**src/rtl/m_csr_pkg.sv**
```systemverilog
// Shared definitions for the machine-mode CSR file: CSR addresses, operation
// encodings, mstatus bit positions and the mtvec mode encoding.
package m_csr_pkg;

    localparam logic [11:0] CSR_MSTATUS   = 12'h300;
    localparam logic [11:0] CSR_MISA      = 12'h301;
    localparam logic [11:0] CSR_MIE       = 12'h304;
    localparam logic [11:0] CSR_MTVEC     = 12'h305;
    localparam logic [11:0] CSR_MSCRATCH  = 12'h340;
    localparam logic [11:0] CSR_MEPC      = 12'h341;
    localparam logic [11:0] CSR_MCAUSE    = 12'h342;
    localparam logic [11:0] CSR_MTVAL     = 12'h343;
    localparam logic [11:0] CSR_MIP       = 12'h344;
    localparam logic [11:0] CSR_MHARTID   = 12'hF14;
    localparam logic [11:0] CSR_MCYCLE    = 12'hB00;
    localparam logic [11:0] CSR_MCYCLEH   = 12'hB80;
    localparam logic [11:0] CSR_MINSTRET  = 12'hB02;
    localparam logic [11:0] CSR_MINSTRETH = 12'hB82;

    localparam logic [1:0] CSR_OPS_NONE  = 2'b00;
    localparam logic [1:0] CSR_OPS_WRITE = 2'b01;
    localparam logic [1:0] CSR_OPS_SET   = 2'b10;
    localparam logic [1:0] CSR_OPS_CLEAR = 2'b11;

    localparam int MSTATUS_MIE_BIT  = 3;
    localparam int MSTATUS_MPIE_BIT = 7;
    localparam int MSTATUS_MPP_LO   = 11;
    localparam int MSTATUS_MPP_HI   = 12;

    typedef enum logic [1:0] {
        MTVEC_DIRECT   = 2'b00,
        MTVEC_VECTORED = 2'b01
    } mtvec_mode_e;

endpackage

```
**src/rtl/m_csr_counter64.sv**
```systemverilog
// 64-bit counter with independently writable 32-bit halves; a write to either
// half suppresses the increment of the whole counter for that cycle.
module m_csr_counter64 (
    input  logic        i_clk,
    input  logic        i_rst_n,
    input  logic        i_inc,
    input  logic        i_wr_lo,
    input  logic        i_wr_hi,
    input  logic [31:0] i_wdata,
    output logic [63:0] o_count
);

    logic [63:0] r_count;

    always_ff @(posedge i_clk or negedge i_rst_n) begin
        if (!i_rst_n) begin
            r_count <= '0;
        end else if (i_wr_lo || i_wr_hi) begin
            if (i_wr_lo) r_count[31:0]  <= i_wdata;
            if (i_wr_hi) r_count[63:32] <= i_wdata;
        end else if (i_inc) begin
            r_count <= r_count + 64'd1;
        end
    end

    assign o_count = r_count;

endmodule

```
**src/rtl/m_csr_file.sv**
```systemverilog
// Machine-mode CSR register file with trap entry/exit state and trap vector.
// Optional mcycle/minstret counters are enabled by defining CSR_COUNTERS_EN.
module m_csr_file
    import m_csr_pkg::*;
#(
    parameter logic [31:0] HART_ID  = 32'd0,
    parameter logic [31:0] MISA_VAL = 32'h4000_1100
) (
    input  logic        i_clk,
    input  logic        i_rst_n,
    input  logic [11:0] i_csr_addr,
    input  logic [1:0]  i_csr_ops,
    input  logic        i_csr_rd_req,
    input  logic        i_csr_wr_req,
    input  logic        i_csr_src_zero,
    input  logic [31:0] i_csr_wdata,
    input  logic        i_instr_retire,
    input  logic        i_trap_valid,
    input  logic [31:0] i_trap_cause,
    input  logic [31:0] i_trap_pc,
    input  logic [31:0] i_trap_val,
    input  logic        i_mret,
    output logic [31:0] o_csr_rdata,
    output logic        o_illegal_csr,
    output logic [31:0] o_trap_vector,
    output logic [31:0] o_epc_out,
    output logic        o_mstatus_mie
);

    logic        r_mstatus_mie;
    logic        r_mstatus_mpie;
    logic [31:0] r_mie;
    logic [31:0] r_mtvec;
    logic [31:0] r_mscratch;
    logic [31:0] r_mepc;
    logic [31:0] r_mcause;
    logic [31:0] r_mtval;

    logic [31:0] w_rdata;
    logic        w_impl;
    logic [31:0] w_wval;
    logic        w_setclr;
    logic        w_wr_cand;
    logic        w_illegal;
    logic        w_we;
    mtvec_mode_e w_mtvec_mode;
    logic [31:0] w_tvec_base;

`ifdef CSR_COUNTERS_EN
    logic [63:0] w_mcycle;
    logic [63:0] w_minstret;
`endif

    always_comb begin
        w_rdata = '0;
        w_impl  = 1'b1;
        case (i_csr_addr)
            CSR_MSTATUS: begin
                w_rdata[MSTATUS_MIE_BIT]                = r_mstatus_mie;
                w_rdata[MSTATUS_MPIE_BIT]               = r_mstatus_mpie;
                w_rdata[MSTATUS_MPP_HI:MSTATUS_MPP_LO]  = 2'b11;
            end
            CSR_MISA:     w_rdata = MISA_VAL;
            CSR_MIE:      w_rdata = r_mie;
            CSR_MTVEC:    w_rdata = r_mtvec;
            CSR_MSCRATCH: w_rdata = r_mscratch;
            CSR_MEPC:     w_rdata = r_mepc;
            CSR_MCAUSE:   w_rdata = r_mcause;
            CSR_MTVAL:    w_rdata = r_mtval;
            CSR_MIP:      w_rdata = '0;
            CSR_MHARTID:  w_rdata = HART_ID;
`ifdef CSR_COUNTERS_EN
            CSR_MCYCLE:    w_rdata = w_mcycle[31:0];
            CSR_MCYCLEH:   w_rdata = w_mcycle[63:32];
            CSR_MINSTRET:  w_rdata = w_minstret[31:0];
            CSR_MINSTRETH: w_rdata = w_minstret[63:32];
`endif
            default:      w_impl = 1'b0;
        endcase
    end

    always_comb begin
        case (i_csr_ops)
            CSR_OPS_WRITE: w_wval = i_csr_wdata;
            CSR_OPS_SET:   w_wval = w_rdata | i_csr_wdata;
            CSR_OPS_CLEAR: w_wval = w_rdata & ~i_csr_wdata;
            default:       w_wval = w_rdata;
        endcase
    end

    // Set/clear with a zero source never writes, so it is legal on read-only CSRs.
    assign w_setclr      = (i_csr_ops == CSR_OPS_SET) || (i_csr_ops == CSR_OPS_CLEAR);
    assign w_wr_cand     = i_csr_wr_req && !(w_setclr && i_csr_src_zero);
    assign w_illegal     = (i_csr_rd_req || i_csr_wr_req) &&
                           (!w_impl || (w_wr_cand && (i_csr_addr[11:10] == 2'b11)));
    assign w_we          = w_wr_cand && !w_illegal && !i_trap_valid;
    assign w_mtvec_mode  = (w_wval[1:0] == MTVEC_VECTORED) ? MTVEC_VECTORED : MTVEC_DIRECT;

    always_ff @(posedge i_clk or negedge i_rst_n) begin
        if (!i_rst_n) begin
            r_mstatus_mie  <= 1'b0;
            r_mstatus_mpie <= 1'b0;
        end else if (i_trap_valid) begin
            r_mstatus_mpie <= r_mstatus_mie;
            r_mstatus_mie  <= 1'b0;
        end else if (i_mret) begin
            r_mstatus_mie  <= r_mstatus_mpie;
            r_mstatus_mpie <= 1'b1;
        end else if (w_we && (i_csr_addr == CSR_MSTATUS)) begin
            r_mstatus_mie  <= w_wval[MSTATUS_MIE_BIT];
            r_mstatus_mpie <= w_wval[MSTATUS_MPIE_BIT];
        end
    end

    always_ff @(posedge i_clk or negedge i_rst_n) begin
        if (!i_rst_n) begin
            r_mepc   <= '0;
            r_mcause <= '0;
            r_mtval  <= '0;
        end else if (i_trap_valid) begin
            r_mepc   <= {i_trap_pc[31:2], 2'b00};
            r_mcause <= i_trap_cause;
            r_mtval  <= i_trap_val;
        end else if (w_we) begin
            if (i_csr_addr == CSR_MEPC)   r_mepc   <= {w_wval[31:2], 2'b00};
            if (i_csr_addr == CSR_MCAUSE) r_mcause <= w_wval;
            if (i_csr_addr == CSR_MTVAL)  r_mtval  <= w_wval;
        end
    end

    always_ff @(posedge i_clk or negedge i_rst_n) begin
        if (!i_rst_n) begin
            r_mie      <= '0;
            r_mtvec    <= '0;
            r_mscratch <= '0;
        end else if (w_we) begin
            if (i_csr_addr == CSR_MIE)      r_mie      <= w_wval;
            if (i_csr_addr == CSR_MTVEC)    r_mtvec    <= {w_wval[31:2], w_mtvec_mode};
            if (i_csr_addr == CSR_MSCRATCH) r_mscratch <= w_wval;
        end
    end

`ifdef CSR_COUNTERS_EN
    m_csr_counter64 u_mcycle (
        .i_clk   (i_clk),
        .i_rst_n (i_rst_n),
        .i_inc   (1'b1),
        .i_wr_lo (w_we && (i_csr_addr == CSR_MCYCLE)),
        .i_wr_hi (w_we && (i_csr_addr == CSR_MCYCLEH)),
        .i_wdata (w_wval),
        .o_count (w_mcycle)
    );

    m_csr_counter64 u_minstret (
        .i_clk   (i_clk),
        .i_rst_n (i_rst_n),
        .i_inc   (i_instr_retire),
        .i_wr_lo (w_we && (i_csr_addr == CSR_MINSTRET)),
        .i_wr_hi (w_we && (i_csr_addr == CSR_MINSTRETH)),
        .i_wdata (w_wval),
        .o_count (w_minstret)
    );
`else
    logic w_unused_retire;
    assign w_unused_retire = i_instr_retire;
`endif

    // Vectored mode offsets interrupts only; cause[30:0]*4 wraps within 32 bits.
    assign w_tvec_base   = {r_mtvec[31:2], 2'b00};
    assign o_trap_vector = ((r_mtvec[1:0] == MTVEC_VECTORED) && i_trap_cause[31])
                           ? (w_tvec_base + {i_trap_cause[29:0], 2'b00})
                           : w_tvec_base;

    assign o_csr_rdata   = w_rdata;
    assign o_illegal_csr = w_illegal;
    assign o_epc_out     = r_mepc;
    assign o_mstatus_mie = r_mstatus_mie;

endmodule

```
**config.mk**
```make
export PLATFORM = sky130hd
export DESIGN_NAME = m_csr_file
export DESIGN_NICKNAME = d
export VERILOG_FILES = /design/src/rtl/m_csr_pkg.sv /design/src/rtl/m_csr_counter64.sv /design/src/rtl/m_csr_file.sv
export SDC_FILE = /design/constraint.sdc
export NUM_CORES = 1
export LEC_CHECK = 0
export ABC_AREA = 1
export CAP_MARGIN = 20
export CORE_ASPECT_RATIO = 2
export CORE_MARGIN = 4
export CORE_UTILIZATION = 44
export DETAILED_ROUTE_END_ITERATION = 8
export HOLD_SLACK_MARGIN = 0.03
export PLACE_DENSITY = 0.68
export SYNTH_ARGS = -nofsm -noshare
export SYNTH_HDL_FRONTEND = slang
export SYNTH_HIERARCHICAL = 1
export SYNTH_SLANG_ARGS = --single-unit
```
**constraint.sdc**
```tcl
create_clock -name i_clk -period 2.5 [get_ports i_clk]
set_input_delay 0.25 -clock i_clk [delete_from_list [all_inputs] [get_ports i_clk]]
set_output_delay 0.25 -clock i_clk [all_outputs]
set_load 0.01 [all_outputs]
```
# Yosys cells after proc, flatten, opt, wreduce, memory -nomap -nowiden
# Cells that the tools add are included.
dict set report word_totals {
  ff_bits 194
  elab_cells 81
  input_bits 150
}
dict set report op_classes {
  bitwise 3
  eq_ne 16
  mux 26
  n_reduce_logical 27
  addsub 1
}
# op count
set ops {}
lappend ops {{two-way mux 32 bit} 10}
lappend ops {{one-hot mux 19 bit (7 select lines)} 1}
lappend ops {{equality test 12 x 10 -> 1 bit (second input constant)} 9}
lappend ops {{one-hot mux 32 bit (3 select lines)} 1}
lappend ops {{one-hot mux 3 bit (6 select lines)} 2}
lappend ops {{adder 32 bit} 1}
lappend ops {{bitwise AND 32 bit} 1}
lappend ops {{inverter 32 bit} 1}
lappend ops {{OR 32 bit} 1}
lappend ops {{one-hot mux 3 bit (7 select lines)} 1}
lappend ops {{one-hot mux 2 bit (8 select lines)} 1}
lappend ops {{one-hot mux 1 bit (7 select lines)} 2}
lappend ops {{equality test 12 bit (second input constant)} 1}
lappend ops {{AND reduction 2 bit} 6}
lappend ops {{OR reduction 10 bit} 1}
lappend ops {{logical AND 1 bit} 8}
lappend ops {{two-way mux 1 bit} 8}
lappend ops {{nonzero test 2 bit} 4}
lappend ops {{equality test 2 x 1 -> 1 bit (second input constant)} 3}
lappend ops {{equality test 2 bit (second input constant)} 3}
lappend ops {{logical NOT 1 bit} 4}
lappend ops {{logical OR 1 bit} 3}
lappend ops {{nonzero test 3 bit} 1}

# Depth between registers and ports, before layout
# Gate-level depths: netlist (run 1).
dict set report depth {
  depth_word 15
  depth_mapped 17
  depth_no_buf 16
}

# Worst setup path after synthesis (run 1)
# Ideal clock, no wire load.
dict set report synth_path {
  kind {register to output}
  startpoint {reg r_mtvec[2]}
  endpoint {out o_trap_vector[20]}
  arrival_ns 2.018
  slack_ns 0.232
  path_buffers 0
  required_time_ns 2.250
  stages_incl_launch_ff 12
  cell_sequence {dfrtp_1 -> ha_1 -> inv_1 -> fa_1 -> nand3b_1 -> nand2_1 -> a21oi_1 -> o21ai_0 -> nand3_1 -> nand3b_1 -> nand3_1 -> nand2_1}
}
dict set report synth_between {
  elab_chain_len 2
}
# item line
set synth_lines {}
lappend synth_lines {{from (decl)} m_csr_file.sv:33} ;# logic [31:0] r_mtvec;
lappend synth_lines {{from (signal assigned)} m_csr_file.sv:138} ;# if (i_csr_addr == CSR_MTVEC) r_mtvec <= {w_wval[31:2], w_mtvec_mode};
lappend synth_lines {{adder 32 bit} m_csr_file.sv:171} ;# ? (w_tvec_base + {i_trap_cause[29:0], 2'b00})
lappend synth_lines {{two-way mux 32 bit} m_csr_file.sv:171}
lappend synth_lines {{to (decl)} m_csr_file.sv:25} ;# output logic [31:0] o_trap_vector,
# Every way passes these cells.

# Worst setup path in the final report (run 1)
dict set report layout_path {
  startpoint {reg r_mtvec[2]}
  endpoint {out o_trap_vector[22]}
}
# The elaborated chain is that of the path after synthesis.

==> summary.md, run 1 <==
| Metric | Value |
|---|---|
| CTS Buffer Depth | `2` |
| Layout area overhead | `56.4%` |
| DRT iter0 DRCs | `1643` |
| Share of layout cells above drive strength 1 | `0.255` |
| TritonCTS clock tree | `built` |
| Worst EP arrival | `2.70 ns` |
| Initial cell density of the core | `0.448` |
| Met1 GRT Util | `0.427` |
| Syn Area/Cell | `6.21 µm²` |
| Nets | `between 2000 and 3000` |
| Worst Hold Slack | `between 0.2 and 0.3 ns` |
| Fin crit period | `between 2 and 3 ns` |
| Row count | `a little under 90` |
| Final instance area | `between 20000 and 25000 µm²` |
| Via count | `between 15000 and 20000` |
| Most common cell after layout, fill and taps aside | `nand2_1` |
| Total leakage power | `between 10 and 15 nW` |
| Global route overflow | `0` |
| Seq/Total Area, Yosys | `0.359` |
| Drt pass-1 iters | `6` |
| Worst min-delay path class | `in -> reg` |
| Failing checks | `setup timing` |
| Fin cells | `between 3000 and 4000` |
| Tcrit/Tclk final | `1.18` |
| Core Util, Final | `0.701` |
| Met2 usage | `0.644` |
| CP endpoint kind | `primary output` |
| Maximum fanout along the worst path | `4` |
| Final ANT Viol Nets | `0` |
| First-pass GRT wire length | `about 95000 µm` |
| Max VDD drop | `approximately 0.00043 V` |
| Clk Latency, worst-skew pair | `roughly 0.46 ns` |
| Die Ht | `~250 µm` |
| Final Hold Fails | `0` |
| Post-DP HPWL | `between 40000 and 50000 µm` |
| Clk sinks | `around 190` |
| Dpl ws | `-1.15 ns` |
| CP required | `2.25 ns` |
| CORE AREA | `around 30000 µm²` |
| Filler cells | `2559` |
| Synthesized area | `between 10000 and 15000 µm²` |
| R2R cell count | `12` |
| Hold Path Depth | `4` |
| Pwr Density | `about 380 nW/µm²` |
| Met3 Usage GRT | `0.0583` |
| Worst-Margin Slew | `roughly 0.63 ns` |
| Startpoint types | `flop` |
| Total Routing Usage GR | `0.379` |
| Final worst setup slack | `-0.450 ns` |
| H-tree levels | `4` |
| Clock transition at path regs | `0.07 ns` |
| Max Cap Viol | `0` |
| Avg WL per Cell | `between 20 and 25 µm` |
| Post-Syn Instances | `2148` |
| # setup viols final | `25` |
| Final Max Tran Viols | `0` |
| Most frequent cells in the layout | `nand2_1, nor2_1, buf_4` |
| Skew final | `0.00938 ns` |
| RSZ-0062 raised after global routing | `true` |
| Unique masters post-synth | `39` |
| # placed instances | `~3000` |
| I/O pin total | `between 200 and 250` |
| CTS Root Cell | `clkbuf_16` |
| Most used routing layer | `met2` |
| Vias in the first global route | `~17000` |
| CTS buffer count | `17` |
| Worst relative slew slack | `0.577` |
| DRC | `0` |
| Synthesized flop and latch total | `approximately 190` |
| Largest net degree at the start of global routing | `97` |
| IO buf count | `between 200 and 250` |
| Setup CP Type | `reg -> out` |
| Yosys warnings | `6` |
| Area of the die | `33300 µm²` |
| Routability cong. | `approximately 1.0` |
| Antenna violations before repair | `2` |
| Chip width | `between 100 and 150 µm` |
| Status | `complete, but fails checks` |
| Routed vias/inst | `between 5 and 6` |
| FMAX | `339 MHz` |
| Area after DPL | `approximately 18000 µm²` |
| Total wire length | `65500 µm` |
==> power by group <==
group | total (mW) | internal [mW] | switching (mW)
Sequential | 3.38 | 3.25 | 0.134
Combinational | 1.57 | 0.715 | 0.853
Clock | 2.96 | 1.62 | 1.34
==> registers in the layout (all words and copies together), names as in the netlist <==
name            cells
r_mtvec            31
r_mcause           32
r_mtval            32
r_mstatus_mpie      1
r_mscratch         32
o_mstatus_mie       1
o_epc_out          30
r_mie              32
==> synthesized netlist by cell type <==
library cell / count / area (µm²)
o31ai_1: 1 / 7.51
nand2_1: 855 / 3210
or3b_2: 3 / 26.3
o21ai_0: 57 / 285
clkbuf_1: 62 / 233
dfrtp_1: 191 / 4780
nor2_1: 303 / 1140
o2111ai_1: 3 / 26.3
conb_1: 1 / 3.75
or2_2: 8 / 50.1
buf_4: 11 / 82.6
nor3_1: 103 / 515
fa_1: 1 / 20.0
a211oi_1: 1 / 7.51
nand2_2: 5 / 31.3
inv_1: 103 / 387
nand3_2: 1 / 10.0
nor2_2: 6 / 37.5
xnor2_1: 1 / 8.76
nand4_4: 1 / 21.3
inv_2: 2 / 7.51
xor2_1: 7 / 61.3
o21ai_1: 1 / 5.00
o21bai_1: 7 / 52.6
buf_1: 11 / 41.3
o21a_1: 2 / 15.0
nor2_4: 1 / 11.3
o211ai_1: 1 / 7.51
a21o_1: 2 / 15.0
buf_2: 36 / 180
a21oi_1: 38 / 190
ha_1: 29 / 363
clkinv_1: 2 / 7.51
nor4_1: 2 / 12.5
nand4_1: 10 / 62.6
a31oi_1: 1 / 6.26
nand3b_1: 6 / 45.0
a21boi_0: 1 / 7.51
nand3_1: 272 / 1360
==> worst paths after layout <==
check	startpoint	to	slack [ns]
min in group asynchronous	i_rst_n	r_mtval[16]$_DFFE_PN0P_	0.33
worst min-delay path	i_trap_valid	r_mcause[14]$_DFFE_PN0P_	0.26
worst max-delay path	r_mtvec[2]$_DFFE_PN0P_	o_trap_vector[22]	-0.45
max in group asynchronous	i_rst_n	r_mtvec[4]$_DFFE_PN0P_	1.30
worst min register to register	r_mie[28]$_DFFE_PN0P_	r_mie[28]$_DFFE_PN0P_	0.50
worst max register to register	r_mtvec[3]$_DFFE_PN0P_	r_mtvec[3]$_DFFE_PN0P_	0.65
==> worst max-delay path: stages, from the launching register on <==
cell,delay (ns)
dfrtp_1,0.41
ha_4,0.17
inv_2,0.04
fa_2,0.34
nand3b_1,0.18
nand2_2,0.14
buf_6,0.11
nand4_1,0.06
nand3_1,0.09
buf_6,0.16
nand2_2,0.06
nand2_2,0.08
xor2_2,0.14
nand2_1,0.07
nand2_1,0.06
buf_2,0.12
==> routing by layer <==
layer / up-vias / wire length, µm
li1: 7840 / -
met4: 0 / 5110
met3: 262 / 4790
met5: - / 0
met2: 978 / 32600
met1: 7959 / 23000
==> layout make-up <==
class / count / area [µm²] / share of cell area
antenna: 2 / 5.00 / 0.000240
clock buffer: 18 / 439 / 0.0211
clock inverter: 13 / 183 / 0.00876
inverter: 107 / 413 / 0.0198
multi-input combinational: 1733 / 9060 / 0.434
sequential: 191 / 4780 / 0.229
tap: 364 / 455 / 0.0218
timing repair buffer: 587 / 5510 / 0.264
==> repair_timing <==
| action | CTS | global route |
|---|---|---|
| gates cloned | 3 | 4 |
| pin swaps | 59 | 71 |
| resized for setup | 339 | 186 |
| hold buffers | 1 | 0 |
| setup endpoints to repair | 62 | 170 |
| buffers inserted | 24 | 16 |
| endpoints found under the hold margin | 52 | 0 |
==> through the flow <==
| stage | power (mW) | setup TNS [ns] |
|---|---|---|
| after floorplan | 3.97 | 0 |
| after global placement | 4.85 | -51.04 |
| after detailed placement | 4.87 | -57.92 |
| after CTS | 7.83 | -7.41 |
| after global routing | 8.17 | -9.68 |
| final | 7.91 | -6.98 |
==> logic make-up after synthesis <==
| kind of cell | count (synthesis) | share of synthesized area |
|---|---|---|
| adder cells (fa/ha/maj) | 30 | 0.0287 |
| other | 1 | 0.000281 |
| flip-flops | 191 | 0.359 |
| buffers and inverters | 227 | 0.0704 |
| AND/OR/NAND/NOR | 1576 | 0.490 |
| XOR/XNOR | 8 | 0.00526 |
| AO/OA/AOI/OAI | 115 | 0.0469 |
Power figures use the tool's default switching activity.
==> run 2: changes to the inputs <==
Settings changed: CORE_UTILIZATION 44 to 45, PLACE_DENSITY 0.68 to 0.69.
==> summary.md, run 2 (synthesis results as in run 1) <==
| Metric | Value |
|---|---|
| Share of layout cells above drive strength 1 | `0.227` |
| Maximum fanout along the worst path | `3` |
| Antenna violations before repair | `2` |
| Setup CP Type | `reg -> out` |
| First-pass GRT wire length | `roughly 94000 µm` |
| Routed vias/inst | `~5.6` |
| Row count | `between 80 and 90` |
| Min-delay src | `i_trap_valid` |
| R2R cell count | `10` |
| Via count | `16800` |
| Layout area overhead | `52.2%` |
| Clk sinks | `191` |
| R2R Setup Slk | `between 0.7 and 0.8 ns` |
| CP required | `around 2.3 ns` |
| CTS buffer count | `17` |
| # setup viols final | `26` |
| Worst r2r src | `r_mtvec[12]$_DFFE_PN0P_` |
| CP endpoint kind | `primary output` |
| Tcrit/Tclk final | `1.20` |
| CTS Root Cell | `clkbuf_16` |
| Final Max Tran Viols | `0` |
| TritonCTS clock tree | `built` |
| Final ANT Viol Nets | `0` |
| Drt pass-1 iters | `5` |
| CORE AREA | `~29000 µm²` |
| Pwr Density | `just under 400 nW/µm²` |
| Worst Hold Slack | `0.283 ns` |
| Hold endpoint | `o_epc_out[3]$_DFFE_PN0P_` |
| Clk Latency, worst-skew pair | `around 0.45 ns` |
| Nets | `between 2000 and 3000` |
| Area after DPL | `18300 µm²` |
| Final instance area | `between 20000 and 25000 µm²` |
| Most frequent cells in the layout | `nand2_1, buf_4, nor2_1` |
| Avg WL per Cell | `between 20 and 25 µm` |
| RSZ-0062 raised after global routing | `true` |
| Dpl ws | `-1.37 ns` |
| Largest net degree at the start of global routing | `97` |
| Failing checks | `setup timing` |
| Worst min-delay path class | `in -> reg` |
| Total Routing Usage GR | `0.377` |
| R2r endpoint | `r_mtvec[12]$_DFFE_PN0P_` |
| DRC | `0` |
| H-tree levels | `4` |
| Overall power | `slightly below 8 mW` |
| Fin crit period | `2.99 ns` |
| IO buf count | `240` |
| Vias in the first global route | `roughly 17000` |
| Chip width | `130 µm` |
| Worst relative slew slack | `0.621` |
| Filler cells | `between 2000 and 3000` |
| Routability cong. | `about 1` |
| Total leakage power | `approximately 11 nW` |
| I/O pin total | `~250` |
| Register Area | `between 4000 and 5000 µm²` |
| Max Cap Viol | `0` |
| FMAX | `334 MHz` |
| Initial cell density of the core | `0.459` |
| Post-DP HPWL | `47000 µm` |
| Clock transition at path regs | `about 0.070 ns` |
| Most common cell after layout, fill and taps aside | `nand2_1` |
| Total wire length | `about 63000 µm` |
| Die Ht | `251 µm` |
| Status | `complete, but fails checks` |
| Area of the multi-input gates | `~8500 µm²` |
| Startpoint types | `flop` |
| DRT iter0 DRCs | `1468` |
| CTS Buffer Depth | `2` |
| Hold Path Depth | `4` |
| Worst-Margin Slew | `around 0.57 ns` |
| Area of the die | `between 30000 and 40000 µm²` |
| Skew final | `~0.010 ns` |
| Final worst setup slack | `-0.492 ns` |
| Max VDD drop | `approximately 0.00036 V` |
| Final Hold Fails | `0` |
| Worst EP arrival | `between 2 and 3 ns` |
| Setup TNS | `-8.82 ns` |
| Global route overflow | `0` |
[run 2: through the flow]
| stage | std cells | util |
|---|---|---|
| 5_1_grt | 3018 | 0.698 |
| 3_5_place_dp | 2934 | 0.631 |
| 2_1_floorplan | 2151 | - |
| 3_3_place_gp | 2934 | 0.631 |
| 4_1_cts | 3005 | 0.686 |
| 6_report | 3018 | 0.698 |
[run 2: worst max-delay path by stage]
stage	cells after the start	from	slack [ns]	to
2_1_floorplan	11	r_mtvec[2]$_DFFE_PN0P_	0.23	o_trap_vector[20]
3_5_place_dp	13	i_trap_cause[0]	-1.37	o_trap_vector[26]
3_3_place_gp	13	i_trap_cause[0]	-1.37	o_trap_vector[26]
5_1_grt	15	r_mtvec[2]$_DFFE_PN0P_	-0.61	o_trap_vector[30]
6_report	12	r_mtvec[21]$_DFFE_PN0P_	-0.49	o_trap_vector[30]
4_1_cts	15	r_mtvec[2]$_DFFE_PN0P_	-0.52	o_trap_vector[28]
[run 2: critical path: stages, from the launching register on]
cell and delay [ns]:
dfrtp_1 0.40, ha_1 0.32, buf_4 0.15, a21oi_1 0.22, o21ai_0 0.24, a21oi_1 0.33
nor2_1 0.10, nor2_1 0.15, nand2_1 0.07, nand2_1 0.07, nand3_2 0.07, nand2_1 0.06
buf_2 0.12
[run 2: power breakdown]
group	leakage [nW]	switching, mW	internal [mW]
registers	2.54	0.134	3.25
logic	8.23	0.821	0.713
clock network	0.304	1.27	1.71
[run 2: cell type report]
cell class | instances | share of cell area
timing repair buffer | 595 | 0.272
tap | 360 | 0.0222
sequential | 191 | 0.236
multi-input combinational | 1733 | 0.419
clock buffer | 19 | 0.0218
clock inverter | 12 | 0.00894
inverter | 107 | 0.0200
antenna | 1 | 0.000123
[run 2: per-layer routing]
layer	track usage	up-vias	part of all wire
li1	-	7841	-
met3	0.0589	247	0.069
met5	0	-	0.00013
met1	0.420	7825	0.35
met4	0.268	2	0.083
met2	0.641	856	0.50
[run 2: repair_timing]
item | CTS | global route
hold endpoints to repair | 52 | 0
resized for setup | 338 | 70
gates cloned | 2 | 0
hold buffers | 1 | 0
endpoints found under the setup margin | 62 | 64
pin swaps | 65 | 53
buffers inserted | 39 | 13
==> run 3: changes to the inputs <==
Settings changed: SKIP_LAST_GASP from default to 1.
==> summary.md, run 3 (synthesis results as in run 1) <==
| Metric | Value |
|---|---|
| Max Cap Viol | `0` |
| Clk sinks | `between 150 and 200` |
| CP max-delay cell | `dfrtp_1` |
| Avg WL per Cell | `around 21 µm` |
| Vias in the first global route | `16900` |
| Area after DPL | `around 18000 µm²` |
| Share of layout cells above drive strength 1 | `0.225` |
| Largest net degree at the start of global routing | `between 90 and 100` |
| Maximum fanout along the worst path | `3` |
| Hold endpoint | `o_epc_out[3]$_DFFE_PN0P_` |
| I/O pin total | `between 200 and 250` |
| Worst r2r src | `r_mtvec[12]$_DFFE_PN0P_` |
| Buf+Inv Stages, Crit Path | `5` |
| H-tree levels | `4` |
| FMAX | `between 300 and 400 MHz` |
| Final Max Tran Viols | `0` |
| Most used cell, CP | `buf_6` |
| Failing checks | `setup timing` |
| Hold Path Depth | `4` |
| Min-delay src | `i_trap_valid` |
| Global route overflow | `0` |
| Max VDD drop | `roughly 0.00036 V` |
| Routability cong. | `1.01` |
| Worst Hold Slack | `roughly 0.28 ns` |
| TritonCTS clock tree | `built` |
| Chip width | `130 µm` |
| CP required | `2.25 ns` |
| Most frequent cells in the layout | `nand2_1, buf_4, nor2_1` |
| IO buf count | `between 200 and 250` |
| Nets | `2825` |
| CTS Buffer Depth | `2` |
| Final worst setup slack | `-0.465 ns` |
| RSZ-0062 raised after global routing | `true` |
| Fin cells | `slightly above 3000` |
| Tcrit/Tclk final | `1.19` |
| Die Ht | `between 200 and 300 µm` |
| Initial cell density of the core | `0.459` |
| DRT iter0 DRCs | `1564` |
| CTS Root Cell | `clkbuf_16` |
| Final instance area | `~20000 µm²` |
| Total wire length | `about 63000 µm` |
| Startpoint types | `flop` |
| Total Routing Usage GR | `0.377` |
| Post-DP HPWL | `47000 µm` |
| Status | `complete, but fails checks` |
| Most common cell after layout, fill and taps aside | `nand2_1` |
| CP endpoint kind | `primary output` |
| Setup CP Type | `reg -> out` |
| Worst EP arrival | `about 2.7 ns` |
| DRC | `0` |
| CORE AREA | `slightly below 30000 µm²` |
| CTS buffer count | `17` |
| Routed vias/inst | `~5.6` |
| Drt pass-1 iters | `5` |
| Total leakage power | `11.0 nW` |
| Crit-path cells | `ha_4 -> inv_2 -> fa_2 -> nand3b_1 -> nand2_2 -> a21oi_4 -> buf_6 -> o21ai_2 -> buf_6 -> buf_4 -> or2_2 -> nand3_1 -> nand2_1 -> buf_2` |
| Worst min-delay path class | `in -> reg` |
| Cell family with most CP delay | `simple AND/OR/NAND/NOR gates` |
| Layout area overhead | `52.0%` |
| Setup TNS | `-8.39 ns` |
| Worst relative slew slack | `0.625` |
| Final Hold Fails | `0` |
| Clock transition at path regs | `0.07 ns` |
| Final ANT Viol Nets | `0` |
| Core Util, Final | `0.697` |
| Area of the die | `around 33000 µm²` |
| R2R Setup Slk | `approximately 0.74 ns` |
| Row count | `88` |
| # placed instances | `2934` |
| Clk Latency, worst-skew pair | `approximately 0.45 ns` |
| Worst-Margin Slew | `between 0.5 and 0.6 ns` |
| R2R cell count | `10` |
| Fin crit period | `2.96 ns` |
| Skew final | `0.00913 ns` |
| First-pass GRT wire length | `93500 µm` |
| R2r endpoint | `r_mtvec[12]$_DFFE_PN0P_` |
| Via count | `approximately 17000` |
| Biggest cell delay along the critical path | `around 0.43 ns` |
| # setup viols final | `27` |
| Pwr Density | `a little under 400 nW/µm²` |
| Antenna violations before repair | `2` |
-- run 3: worst max-delay path by stage --
stage / from / end / slack (ns) / depth (start not counted)
after CTS: r_mtvec[2]$_DFFE_PN0P_ / o_trap_vector[28] / -0.52 / 15
final: r_mtvec[2]$_DFFE_PN0P_ / o_trap_vector[10] / -0.46 / 14
after global placement: i_trap_cause[0] / o_trap_vector[26] / -1.37 / 13
after global routing: r_mtvec[2]$_DFFE_PN0P_ / o_trap_vector[30] / -0.61 / 15
after detailed placement: i_trap_cause[0] / o_trap_vector[26] / -1.37 / 13
after floorplan: r_mtvec[2]$_DFFE_PN0P_ / o_trap_vector[20] / 0.23 / 11
-- run 3: layer usage --
metal,vias up,part of all wire,global-route usage
li1,7839,-,-
met1,7826,0.34,0.421
met5,-,0.00021,0
met4,2,0.084,0.269
met3,268,0.073,0.0576
met2,907,0.50,0.640
-- run 3: stage by stage --
stage	power, mW	setup slack (ns)
floorplan	3.97	0.232
global placement	4.84	-1.37
detailed placement	4.87	-1.37
CTS	7.86	-0.524
global route	8.16	-0.614
finish	7.88	-0.465
-- run 3: report_power, final --
| part | switching (mW) | total, mW | internal [mW] |
|---|---|---|---|
| combinational | 0.822 | 1.53 | 0.711 |
| clock | 1.26 | 2.96 | 1.71 |
| sequential | 0.135 | 3.39 | 3.25 |
| total | 2.21 | 7.88 | 5.67 |
-- run 3: repair_timing --
action                                  in CTS  in global routing
setup buffers                               39                 13
endpoints found under the setup margin      62                 64
hold buffers                                 1                  0
pin swaps                                   65                 48
hold endpoints to repair                    52                  0
cloned                                       2                  0
gates resized for setup                    330                 73
-- run 3: area by class of cell --
class                      instances  area, µm²
sequential                       191       4790
fill                            2573       8800
clock buffer                      19        443
inverter                         107        407
tap                              360        450
clock inverter                    12        181
timing repair buffer             595       5490
antenna                            1       2.50
multi-input combinational       1733       8500
-- run 3: worst min-delay path: cells and delay by family --
kind,cells,cell delay (ns)
buffers and inverters,2,0.25
and+or+nand+nor,2,0.18
